--- src/rtl/text_console_ctrl.sv ---
// Character-cell text console controller: turns a stream of ASCII/control codes into
// write strobes for a COLSxROWS character buffer, with line and full-screen clear sweeps.
module text_console_ctrl #(
  parameter int         COLS  = 80,
  parameter int         ROWS  = 25,
  parameter logic [7:0] BLANK = 8'h20
) (
  input  logic       clk,
  input  logic       reset,
  input  logic       char_valid,
  input  logic [7:0] char_data,
  output logic       char_ready,
  output logic       buf_we,
  output logic [6:0] buf_x,
  output logic [4:0] buf_y,
  output logic [7:0] buf_data,
  output logic [6:0] cursor_x,
  output logic [4:0] cursor_y,
  output logic       busy
);

  localparam logic [6:0] LAST_X = 7'(COLS - 1);
  localparam logic [4:0] LAST_Y = 5'(ROWS - 1);

  typedef enum logic [1:0] {IDLE, CLR_LINE, CLR_SCREEN} state_t;

  state_t     r_state, w_state_next;
  logic       r_buf_we, w_buf_we_next;
  logic [6:0] r_buf_x, w_buf_x_next;
  logic [4:0] r_buf_y, w_buf_y_next;
  logic [7:0] r_buf_data, w_buf_data_next;
  logic [6:0] r_cur_x, w_cur_x_next;
  logic [4:0] r_cur_y, w_cur_y_next;
  logic [6:0] r_sweep_x, w_sweep_x_next;
  logic [4:0] r_sweep_y, w_sweep_y_next;
  // Set once the last sweep write is registered, so that write is still seen with busy=1.
  logic       r_sweep_done, w_sweep_done_next;

  always_ff @(posedge clk or posedge reset) begin
    if (reset) begin
      r_state      <= IDLE;
      r_buf_we     <= 1'b0;
      r_buf_x      <= 7'd0;
      r_buf_y      <= 5'd0;
      r_buf_data   <= BLANK;
      r_cur_x      <= 7'd0;
      r_cur_y      <= 5'd0;
      r_sweep_x    <= 7'd0;
      r_sweep_y    <= 5'd0;
      r_sweep_done <= 1'b0;
    end else begin
      r_state      <= w_state_next;
      r_buf_we     <= w_buf_we_next;
      r_buf_x      <= w_buf_x_next;
      r_buf_y      <= w_buf_y_next;
      r_buf_data   <= w_buf_data_next;
      r_cur_x      <= w_cur_x_next;
      r_cur_y      <= w_cur_y_next;
      r_sweep_x    <= w_sweep_x_next;
      r_sweep_y    <= w_sweep_y_next;
      r_sweep_done <= w_sweep_done_next;
    end
  end

  always_comb begin
    w_state_next      = r_state;
    w_buf_we_next     = 1'b0;
    w_buf_x_next      = r_buf_x;
    w_buf_y_next      = r_buf_y;
    w_buf_data_next   = r_buf_data;
    w_cur_x_next      = r_cur_x;
    w_cur_y_next      = r_cur_y;
    w_sweep_x_next    = r_sweep_x;
    w_sweep_y_next    = r_sweep_y;
    w_sweep_done_next = r_sweep_done;
    case (r_state)
      IDLE: begin
        if (char_valid) begin
          case (char_data)
            8'h0A: begin
              w_cur_x_next = 7'd0;
              if (r_cur_y != LAST_Y) begin
                w_cur_y_next = r_cur_y + 5'd1;
              end else begin
                w_cur_y_next      = 5'd0;
                w_state_next      = CLR_LINE;
                w_sweep_x_next    = 7'd0;
                w_sweep_y_next    = 5'd0;
                w_sweep_done_next = 1'b0;
              end
            end
            8'h0D: w_cur_x_next = 7'd0;
            8'h08: begin
              if (r_cur_x != 7'd0) begin
                w_cur_x_next    = r_cur_x - 7'd1;
                w_buf_we_next   = 1'b1;
                w_buf_x_next    = r_cur_x - 7'd1;
                w_buf_y_next    = r_cur_y;
                w_buf_data_next = BLANK;
              end
            end
            8'h0C: begin
              w_cur_x_next      = 7'd0;
              w_cur_y_next      = 5'd0;
              w_state_next      = CLR_SCREEN;
              w_sweep_x_next    = 7'd0;
              w_sweep_y_next    = 5'd0;
              w_sweep_done_next = 1'b0;
            end
            default: begin
              if (char_data >= 8'h20 && char_data <= 8'h7E) begin
                w_buf_we_next   = 1'b1;
                w_buf_x_next    = r_cur_x;
                w_buf_y_next    = r_cur_y;
                w_buf_data_next = char_data;
                if (r_cur_x != LAST_X) begin
                  w_cur_x_next = r_cur_x + 7'd1;
                end else if (r_cur_y != LAST_Y) begin
                  w_cur_x_next = 7'd0;
                  w_cur_y_next = r_cur_y + 5'd1;
                end else begin
                  w_cur_x_next      = 7'd0;
                  w_cur_y_next      = 5'd0;
                  w_state_next      = CLR_LINE;
                  w_sweep_x_next    = 7'd0;
                  w_sweep_y_next    = 5'd0;
                  w_sweep_done_next = 1'b0;
                end
              end
            end
          endcase
        end
      end
      CLR_LINE: begin
        if (r_sweep_done) begin
          w_state_next = IDLE;
        end else begin
          w_buf_we_next   = 1'b1;
          w_buf_x_next    = r_sweep_x;
          w_buf_y_next    = 5'd0;
          w_buf_data_next = BLANK;
          if (r_sweep_x == LAST_X) w_sweep_done_next = 1'b1;
          else                     w_sweep_x_next    = r_sweep_x + 7'd1;
        end
      end
      CLR_SCREEN: begin
        if (r_sweep_done) begin
          w_state_next = IDLE;
        end else begin
          w_buf_we_next   = 1'b1;
          w_buf_x_next    = r_sweep_x;
          w_buf_y_next    = r_sweep_y;
          w_buf_data_next = BLANK;
          if (r_sweep_x != LAST_X) begin
            w_sweep_x_next = r_sweep_x + 7'd1;
          end else begin
            w_sweep_x_next = 7'd0;
            if (r_sweep_y == LAST_Y) w_sweep_done_next = 1'b1;
            else                     w_sweep_y_next    = r_sweep_y + 5'd1;
          end
        end
      end
      default: w_state_next = IDLE;
    endcase
  end

  assign char_ready = (r_state == IDLE);
  assign busy       = (r_state != IDLE);
  assign buf_we     = r_buf_we;
  assign buf_x      = r_buf_x;
  assign buf_y      = r_buf_y;
  assign buf_data   = r_buf_data;
  assign cursor_x   = r_cur_x;
  assign cursor_y   = r_cur_y;

endmodule

--- config.mk ---
export PLATFORM = sky130hd
export DESIGN_NAME = text_console_ctrl
export DESIGN_NICKNAME = d
export VERILOG_FILES = /design/src/rtl/text_console_ctrl.sv
export SDC_FILE = /design/constraint.sdc
export NUM_CORES = 1
export LEC_CHECK = 0
export BUFFER_PORTS_ARGS = -buffer_cell sky130_fd_sc_hd__buf_2
export CORE_ASPECT_RATIO = 1.75
export CORE_MARGIN = 1.5
export CORE_UTILIZATION = 50
export CTS_BUF_LIST = sky130_fd_sc_hd__clkbuf_8
export CTS_CLUSTER_DIAMETER = 30
export DETAILED_ROUTE_END_ITERATION = 10
export PLACE_DENSITY_LB_ADDON = 0.2
export SYNTH_ARGS = -nofsm -noshare
export SYNTH_HDL_FRONTEND = slang
export SYNTH_SLANG_ARGS = --single-unit
--- constraint.sdc ---
create_clock -name clk -period 3.8 [get_ports clk]
set_input_delay 0.38 -clock clk [delete_from_list [all_inputs] [get_ports clk]]
set_output_delay 0.38 -clock clk [all_outputs]
set_load 0.05 [all_outputs]
==> out/qor.csv <==
stage,metric,value,unit
pwr,leakage,1.64,nW
cts,CTS tree,done,
worst_setup_path,Required @ worst endpoint,4.03,ns
final_layout,Ant. Diodes,0,
final_layout,layout cells sized above 1,0.213,
worst_setup_path,"Largest stage delay, worst path",0.67,ns
worst_setup_path,CP arrival,3.22,ns
routing,total number of vias,2757,
timing,post-route setup TNS,0,ns
pwr,combinational share of power,0.058,
die,I/O pin total,46,
pwr,Pint,0.000722,W
worst_setup_path,critical path's slowest cell,or4_4,
final_layout,fin util,0.582,
yosys,main flop type after synthesis,dfrtp_1,
cts,CTS Buffer Depth,2,
timing,Max Fclk,335,MHz
yosys,ys async rst share,1.00,
worst_setup_path,critical path class,register to register,
yosys,register bit total from synthesis,48,
routing,drt wl/cell,17.2,um
pwr,Flop pwr share,0.546,
pwr,Switch Pwr,0.000223,W
final_layout,# nets final,403,
status,status,"finished, final reports clean",
timing,max_slew headroom,0.249,
worst_hold_path,Hold Crit Class,primary input to async pin,
final_layout,most frequent cells in the layout,"dfrtp_1, buf_2, nand2_1",
placed_design,Port Buf Inserts,45,
pwr,Max rail drop VDD,227,uV
timing,Final Cycle Share,0.786,
placed_design,gpl congestion,0.912,
global_routing,first-pass GRT wire length,13200,um
placed_design,Final HPWL DP,5800,um
global_routing,pin count of the biggest net entering global routing,49,
yosys,Cell variety after synth,65,
timing,fin. max-slew vios,0,
final_layout,fin cells,459,
timing,worst-margin pin slew,1.13,ns
pwr,Clock power frac,0.397,
yosys,syn_area_per_cell,8.95,um^2
worst_setup_path,Critical Path End Type,register,
global_routing,gr ovfl total,0,
yosys,Post-Syn Nets,368,
timing,unrepaired setup endpoints after global routing,no,
final_layout,Area growth syn-to-layout,11.6,%
die,Die Ht,107,um
cts,Clock Sinks,48,
die,Starting Density,0.521,
cts,cts hold-fix bufs,0,
die,die area,0.00668,mm^2
pwr,sw frac,0.236,
cts,postcts setup bufs,0,
die,Site Rows,37,
yosys,sequential-to-total area share from yosys stat,0.389,
global_routing,vias in the first global route,2740,
cts,H-tree Lvls,2,
die,core area,0.00593,mm^2
timing,final clock skew,0.0105,ns
worst_setup_path,worst-path cell chain,ha_1 > and3_1 > nand3_1 > a221oi_1 > a21oi_1 > or4_4 > o31ai_1,
timing,final setup fails,0,
die,die width,62.4,um
pwr,PD cells,274,mW/mm^2
routing,Routed Antenna Nets,0,
worst_setup_path,startpoint types,register,
routing,DR iter-0 viols,204,
timing,Final Hold Viols,0,
routing,final WL,7910,um
pwr,Total Power,0.000945,W
cts,CTS buffer count,5,
final_layout,"commonest non-fill, non-tap cell in the layout",dfrtp_1,
routing,DRC,0,
flow_run,max_cap viols,0,
yosys,Synth Warn #,0,
routing,vias per inst,6.01,
yosys,synthesized area,0.00309,mm^2
yosys,Syn Inst Count,345,
cts,worst skew pair latency,0.32,ns
cts,CTS resizes,0,
global_routing,total track usage,0.249,
cts,clk root buf,clkbuf_8,
routing,DRT Pass-1 Iters,4,
worst_setup_path,crit-path max FO,15,
placed_design,cell count after placement,451,
global_routing,initial antenna violation count,0,
cts,clk slew on worst S/H paths,0.10,ns
yosys,Post-synth EDFFs,0,
timing,Final min period,2.99,ns
metrics by stage:
stage	instance area [um^2]	hold slack (ns)	setup WS, ns
2_1_floorplan	3090	0.470	1.03
3_3_place_gp	3340	0.466	0.922
3_5_place_dp	3340	0.462	0.853
4_1_cts	3450	0.347	0.891
5_1_grt	3450	0.412	0.495
6_report	3450	0.314	0.815
power by group through the flow:
stage                     logic [W]  registers, W  clock network, W
after floorplan           0.0000315      0.000530                 0
after global placement    0.0000534      0.000526                 0
after detailed placement  0.0000539      0.000526                 0
after CTS                 0.0000546      0.000516          0.000377
after global routing      0.0000610      0.000517          0.000402
final                     0.0000544      0.000516          0.000375
metal layers:
metal  GRT usage  vias up  wire (um)
met2       0.447       76       4200
met1       0.289     1339       3190
met4       0.106        0        211
li1            -     1326          -
met3      0.0441       16        303
met5           0        -          0
registers in the layout (all words and copies together) (netlist names):
signal,cells
buf_data,8
buf_we,1
buf_x,7
buf_y,5
cursor_x,7
cursor_y,5
r_state,2
r_sweep_done,1
r_sweep_x,7
r_sweep_y,5
worst max-delay path: cells and delay by family (launching register included):
kind	cells	cell delay, ns
AOI/OAI and AO/OA	3	1.15
adders and majority gates	1	0.22
DFF	1	0.43
and+or+nand+nor	3	1.09
cell families (layout without fill, tap and decap cells):
group | count (synthesis) | after routing | synth area share
flip-flops | 48 | 48 | 0.389
multiplexers | 15 | 15 | 0.0535
adder cells (fa/ha/maj) | 12 | 12 | 0.0486
AND/OR/NAND/NOR | 124 | 124 | 0.220
AO/OA/AOI/OAI | 100 | 100 | 0.218
XOR/XNOR | 5 | 5 | 0.0142
buffers and inverters | 41 | 77 | 0.0563
cell type report:
type / instances / area [um^2]
multi-input combinational: 256 / 1710
timing repair buffer: 48 / 248
clock buffer: 5 / 68.8
tap: 78 / 97.6
inverter: 21 / 78.8
fill: 570 / 2480
sequential: 48 / 1200
clock inverter: 3 / 38.8
synthesized netlist by cell type (3+ instances only):
library cell	number	area share
xnor2_1	4	0.011
o22ai_1	6	0.012
nand2b_1	3	0.0061
dfrtp_1	47	0.38
a21bo_1	6	0.019
o31ai_1	6	0.015
nand4_1	10	0.020
mux2_1	4	0.015
nor2_1	13	0.016
nand2_1	36	0.044
o21ai_0	34	0.055
mux2i_1	3	0.0097
clkbuf_1	13	0.016
ha_1	12	0.049
nand3_1	17	0.028
mux2_2	8	0.029
inv_1	19	0.023
and3_1	5	0.010
a31oi_1	3	0.0061
nor3_1	4	0.0065
a21oi_1	18	0.029
or2_2	3	0.0061
buf_2	4	0.0065
nor2b_1	4	0.0081
o41ai_1	4	0.011
or3_1	7	0.014
final timing paths:
path / from / slack [ns] / endpoint / cells after the start
max: cursor_x[1]$_DFFE_PP0P_ / 0.81 / r_sweep_x[6]$_DFFE_PP0P_ / 7
min: reset / 0.31 / cursor_y[1]$_DFFE_PP0P_ / 2
max reg2reg: cursor_x[1]$_DFFE_PP0P_ / 0.81 / r_sweep_x[6]$_DFFE_PP0P_ / 7
min reg2reg: buf_data[6]$_DFFE_PP0P_ / 0.48 / buf_data[6]$_DFFE_PP0P_ / 1
max in group asynchronous: reset / 2.85 / buf_x[3]$_DFFE_PP0P_ / 2
min in group clk: buf_data[6]$_DFFE_PP0P_ / 0.48 / buf_data[6]$_DFFE_PP0P_ / 1
Power figures use the tool's default switching activity.
